File: src/rtl/mod_arith_pkg.sv
// ============================================================================
//  Module      : mod_arith_pkg
//  Description : Shared constants and FSM state type for the GF(p) arithmetic
//                blocks (modular inverter, modular multiplier).
//  Revision    : 1.0 - initial release
// ============================================================================
`default_nettype none

package mod_arith_pkg;

    localparam int unsigned MOD_WIDTH = 4;

    typedef enum logic [1:0] {
        IDLE = 2'd0,
        RUN  = 2'd1,
        DONE = 2'd2
    } mod_state_e;

endpackage

`default_nettype wire

File: src/rtl/mod_mul_step.sv
// ============================================================================
//  Module      : mod_mul_step
//  Description : One interleaved shift-and-add iteration: (2*acc + bit*a) mod p.
//  Revision    : 1.0 - initial release
// ============================================================================
`default_nettype none

module mod_mul_step #(
    parameter int WIDTH = 4
) (
    input  logic [WIDTH-1:0] acc,
    input  logic [WIDTH-1:0] a,
    input  logic [WIDTH-1:0] p,
    input  logic             bit_in,
    output logic [WIDTH-1:0] acc_next
);

    logic [WIDTH:0] p_ext;
    logic [WIDTH:0] dbl;
    logic [WIDTH:0] dbl_red;
    logic [WIDTH:0] sum;

    // acc < p and a < p, so each stage stays below 2p and one subtract suffices
    always_comb begin
        p_ext   = {1'b0, p};
        dbl     = {acc, 1'b0};
        dbl_red = (dbl >= p_ext) ? (dbl - p_ext) : dbl;
        sum     = bit_in ? (dbl_red + {1'b0, a}) : dbl_red;
        acc_next = (sum >= p_ext) ? WIDTH'(sum - p_ext) : WIDTH'(sum);
    end

endmodule

`default_nettype wire

File: src/rtl/mod_mul.sv
// ============================================================================
//  Module      : mod_mul
//  Description : Sequential modular multiplier r = (a*b) mod p, MSB-first,
//                one multiplier bit per clock.
//  Revision    : 1.0 - initial release
// ============================================================================
`default_nettype none

module mod_mul
    import mod_arith_pkg::*;
#(
    parameter int WIDTH = MOD_WIDTH
) (
    input  logic             clk,
    input  logic             rst_n,
    input  logic             start,
    input  logic [WIDTH-1:0] a,
    input  logic [WIDTH-1:0] b,
    input  logic [WIDTH-1:0] p,
    output logic [WIDTH-1:0] r,
    output logic             busy,
    output logic             done,
    output logic             err
);

    localparam int CNT_W = (WIDTH > 1) ? $clog2(WIDTH) : 1;

    mod_state_e       state_q, state_d;
    logic [WIDTH-1:0] a_q, a_d;
    logic [WIDTH-1:0] b_q, b_d;
    logic [WIDTH-1:0] p_q, p_d;
    logic [WIDTH-1:0] acc_q, acc_d;
    logic [CNT_W-1:0] cnt_q, cnt_d;
    logic [WIDTH-1:0] r_q, r_d;
    logic             err_q, err_d;
    logic             busy_q, busy_d;
    logic             done_q, done_d;

    logic [WIDTH-1:0] acc_step;
    logic             illegal;

    mod_mul_step #(
        .WIDTH (WIDTH)
    ) u_step (
        .acc      (acc_q),
        .a        (a_q),
        .p        (p_q),
        .bit_in   (b_q[cnt_q]),
        .acc_next (acc_step)
    );

    assign illegal = (p < WIDTH'(2)) || (a >= p) || (b >= p);

    always_comb begin
        state_d = state_q;
        a_d     = a_q;
        b_d     = b_q;
        p_d     = p_q;
        acc_d   = acc_q;
        cnt_d   = cnt_q;
        r_d     = r_q;
        err_d   = err_q;
        busy_d  = 1'b0;
        done_d  = 1'b0;

        case (state_q)
            // DONE accepts like IDLE so a held start chains products back-to-back
            IDLE, DONE: begin
                state_d = IDLE;
                if (start) begin
                    a_d   = a;
                    b_d   = b;
                    p_d   = p;
                    acc_d = '0;
                    cnt_d = CNT_W'(WIDTH - 1);
                    if (illegal) begin
                        state_d = DONE;
                        done_d  = 1'b1;
                        r_d     = '0;
                        err_d   = 1'b1;
                    end else begin
                        state_d = RUN;
                        busy_d  = 1'b1;
                    end
                end
            end
            RUN: begin
                acc_d = acc_step;
                cnt_d = cnt_q - CNT_W'(1);
                if (cnt_q == '0) begin
                    state_d = DONE;
                    done_d  = 1'b1;
                    r_d     = acc_step;
                    err_d   = 1'b0;
                end else begin
                    busy_d  = 1'b1;
                end
            end
            default: state_d = IDLE;
        endcase
    end

    always_ff @(posedge clk) begin
        if (!rst_n) begin
            state_q <= IDLE;
            a_q     <= '0;
            b_q     <= '0;
            p_q     <= '0;
            acc_q   <= '0;
            cnt_q   <= '0;
            r_q     <= '0;
            err_q   <= 1'b0;
            busy_q  <= 1'b0;
            done_q  <= 1'b0;
        end else begin
            state_q <= state_d;
            a_q     <= a_d;
            b_q     <= b_d;
            p_q     <= p_d;
            acc_q   <= acc_d;
            cnt_q   <= cnt_d;
            r_q     <= r_d;
            err_q   <= err_d;
            busy_q  <= busy_d;
            done_q  <= done_d;
        end
    end

    assign r    = r_q;
    assign err  = err_q;
    assign busy = busy_q;
    assign done = done_q;

endmodule

`default_nettype wire

File: config.mk
export PLATFORM = sky130hd
export DESIGN_NAME = mod_mul
export DESIGN_NICKNAME = d
export VERILOG_FILES = /design/src/rtl/mod_arith_pkg.sv /design/src/rtl/mod_mul_step.sv /design/src/rtl/mod_mul.sv
export SDC_FILE = /design/constraint.sdc
export NUM_CORES = 1
export LEC_CHECK = 0
export CORE_AREA = 5 5 75 57
export CTS_BUF_LIST = sky130_fd_sc_hd__clkbuf_4 sky130_fd_sc_hd__clkbuf_8 sky130_fd_sc_hd__clkbuf_16
export DETAILED_ROUTE_END_ITERATION = 12
export DIE_AREA = 0 0 80 62
export PLACE_DENSITY_LB_ADDON = 0.1
export REMOVE_ABC_BUFFERS = 1
export SETUP_SLACK_MARGIN = 0.2
export SYNTH_ARGS = -nofsm -noshare
export SYNTH_HDL_FRONTEND = slang
export SYNTH_SLANG_ARGS = --single-unit
File: constraint.sdc
create_clock -name clk -period 5.8 [get_ports clk]
set_clock_uncertainty 0.05 [all_clocks]
set_input_delay 1.45 -clock clk [delete_from_list [all_inputs] [get_ports clk]]
set_output_delay 1.45 -clock clk [all_outputs]
set_load 0.01 [all_outputs]
==> run summary <==
Counting instances in the post-synthesis netlist gives the leading cell types as sky130_fd_sc_hd__nand2_1 (37), sky130_fd_sc_hd__dfxtp_1 (27), sky130_fd_sc_hd__ha_1 (21). The layout net count came out at 272. The critical path is of the flip-flop to flip-flop type. The worst IR drop on VDD came out at 0.0001338 V. The CTS tree is done.

The final max-slew violation count came out at 0. The critical path goes through inv_1 > ha_1 > ha_1 > o31ai_1 > and2_1 > nor2_1 > ha_1 > fa_1 > o22ai_1 > inv_1 > ha_1 > a21o_2 > a21o_2 > a221oi_4 > mux2_4 > o22ai_1 > and2_1. The number of cells on the worst reg-to-reg path is 17. The routed via count came out at 1569. The floorplan die height came out at 62 um. Global routing finished with a remaining overflow of 0. Setup repair after global routing left no endpoint under its margin. Tracing the worst setup path back leads to its startpoint at p_q[1]. The post-cts repair resize count is 0. The cell type with the largest total area after synthesis is sky130_fd_sc_hd__dfxtp_1. STA classifies the critical path startpoint as a flip-flop. The number of diodes added for antenna fixing came out at 0. Once the floorplan was initialized, standard cells occupied 54.31% of the core. The global-route wire length before repair came out at 6810 um. Hold repair after CTS inserted 0 buffers.

The via count of the first global-routing pass is 1503. The area of the die came out at 4960 um2. STA classifies the critical path endpoint as a flip-flop. The instance count along the most critical hold path came out at 2. Clock-pin slew was measured on the worst setup and hold paths at 100 ps. The post-route met1 wirelength is 2017 um. In this run the critical register-to-register path is launched from p_q[1]. Yosys attributes the largest share of cell area to sky130_fd_sc_hd__dfxtp_1 (29%), sky130_fd_sc_hd__ha_1 (14%), sky130_fd_sc_hd__nand2_1 (7.5%). The final period utilization is 80.28%.

CTS saw 27 sinks. The detailed router finished its first iteration with 101 violations. After detailed routing, no signal wire sits above met4. The largest buffer count on any clock path is 2. In this run the mean area of a mapped cell was 8.770 um2. The arrival time of the worst setup path came out at 4830 ps. The time the final worst path needs with I/O delays and setup came out at 4656 ps. The share of the synthesized area in the top cell type is 29.07%. The distinct cell type count after synthesis came out at 49. The share of synthesized flip-flops with an asynchronous set or reset is 0%. For the pin with the worst max-slew slack, the measured transition is 1015 ps.

Among all stages on the critical path, the largest delay is contributed by sky130_fd_sc_hd__fa_1. The placeable core region is 3423 um2. The layout overhead on the synthesized area came out at 16.15%.

The share of layout cells above drive strength 1 came out at 7.328%. The total length of routed met3 wires came out at 192 um. Setup total negative slack on the finished layout was measured at 0 ps. Power spread over the standard cell area amounts to 251.8 nW/um2. The remaining antenna violation count came out at 0. In this run the most critical hold path is launched from r[0]. The number of setup violations in the final report came out at 0. Buffers added to address setup during post-CTS repair amount to 0. The final cell count without fillers came out at 282. Entering global routing, the biggest net connects 30 pins.

Routability-driven placement finished with a final weighted congestion of 0.8646. The number of H-tree levels is 1. In the global route stage, overall resource usage came out at 17.45%. For the worst-skew pair, the clock arrives at the later sink with an insertion delay of 280 ps. The path class of the tightest hold or removal check is flip-flop to flip-flop.

The run finished with clean final reports. CTS placed an instance of sky130_fd_sc_hd__clkbuf_8 at the clock tree root. The highest attainable clock frequency is 214.8 MHz.

The number of max-cap violations is 0. The cell area after technology mapping is 1859 um2. The initial antenna violation count is 0. The average wire per cell in the routed design is 14.19 um.

The count of synthesis-stage warnings from yosys came out at 0. Using the TritonRoute via totals, the vias-per-cell ratio works out to 5.564. The half-perimeter wire length of the detailed placement result is 3225 um. The total clock buffers created by CTS is 3.

After detailed placement, the design holds a cell count of 278. sky130_fd_sc_hd__nand2_1 is the most common cell in the netlist. The tightest hold path in the finished design has a slack of 417.6 ps. The analysis attributes to cell leakage a power of 0.9412 nW.

For this run, the leading register cell type out of synthesis is sky130_fd_sc_hd__dfxtp_1. The count of endpoints failing hold in the final timing report came to 0. Yosys mapped a number of flops with a built-in enable equal to 0. In this design, the stage delay of the slowest critical-path cell is 440 ps. Data on the critical path is required at its endpoint by 5970 ps.

The number of placement rows came out at 18. The top-level port count came out at 22. The total met2 wirelength after detailed routing came out at 1762 um.

The cell that appears most often on the critical path is sky130_fd_sc_hd__ha_1. The layout has 320 filler cells. In this run the tool buffered the top-level ports with 21 buffer cells. The detailed-route DRC error count is 0. The number of instances in the synthesized netlist is 212.

The flip-flop and latch count after synthesis is 27. The horizontal die dimension is 80 um. The routed wire length came out at 4001 um. Of all nets on the critical path, the largest fanout is 4. The worst slew margin relative to its limit is 32.18%.

The sequential area share after synthesis came out at 29.07%. The detailed-router iteration count before antenna repair came out at 4.
## flip-flops by register name, indices dropped and copies added (netlist names)
name and cells:
r 4, busy 1, state_q 2, b_q 4, cnt_q 2, done 1, p_q 4, acc_q 4
err 1, a_q 4
## critical path: cells and delay by family (launching register included)
kind | cells | cell delay (ps)
buffers and inverters | 2 | 200
and+or+nand+nor | 3 | 450
adders and majority gates | 5 | 1490
muxes | 1 | 350
AOI/OAI and AO/OA | 6 | 1670
DFF | 1 | 400
## layer usage
layer / global-route usage [%] / vias up
li1: - / 799
met3: 4.899 / 4
met5: 0 / -
met1: 23.35 / 734
met4: 3.133 / 0
met2: 28.89 / 32
## final timing paths
path	end	slack, ps
worst max-delay path	r[1]	1140
worst min-delay path	r[0]	420
worst max register to register	r[1]	1140
worst min register to register	r[0]	420
## placed cells by master, fill, tap and decap left out, drive strengths merged, types with 3 or more instances in the layout
cell / n
ha: 21
a21boi: 16
dfxtp: 27
nor2b: 3
nor2: 7
nand2b: 3
o21ai: 6
inv: 18
xor2: 3
a21oi: 9
nand3: 3
o22ai: 3
and2: 5
mux2i: 5
clkdlybuf4s50: 21
fa: 3
clkbuf: 3
a21o: 7
o311a: 3
nand2: 37
## through the flow
| stage | utilization, % | power, mW | setup WS, ps | cell area, um2 |
|---|---|---|---|---|
| 5_1_grt | 63.08 | 0.5818 | 887.9 | 2160 |
| 6_report | 63.08 | 0.5438 | 1144 | 2160 |
| 4_1_cts | 63.08 | 0.5462 | 1162 | 2160 |
| 3_5_place_dp | 61.62 | 0.4319 | 1173 | 2110 |
| 3_3_place_gp | 61.62 | 0.4239 | 1363 | 2110 |
| 2_1_floorplan | - | 0.3750 | 1595 | 1837 |
## logic make-up after synthesis
group | synth area share [%]
adders and majority gates | 17.36
xor gates and xnor gates | 2.356
muxes | 5.316
DFF | 29.07
buffers and inverters | 4.643
AOI/OAI and AO/OA | 25.51
and+or+nand+nor | 15.75
## final cells by class
cell class / count / area, um2 / area share, %
clock buffers: 3 / 41.29 / 1.912
clock inverters: 1 / 8.758 / 0.4056
inverters: 17 / 63.81 / 2.955
multi-input cells: 163 / 1232 / 57.07
flip-flops and latches: 27 / 540.5 / 25.03
well taps: 50 / 62.56 / 2.897
repair buffers: 21 / 210.2 / 9.734
## power breakdown
group / total, mW / switching (mW) / internal, mW
clock: 0.114 / 0.0632 / 0.0505
sequential: 0.207 / 0.00980 / 0.197
combinational: 0.223 / 0.118 / 0.105
Note: power is estimated with default switching activity, not from simulation.
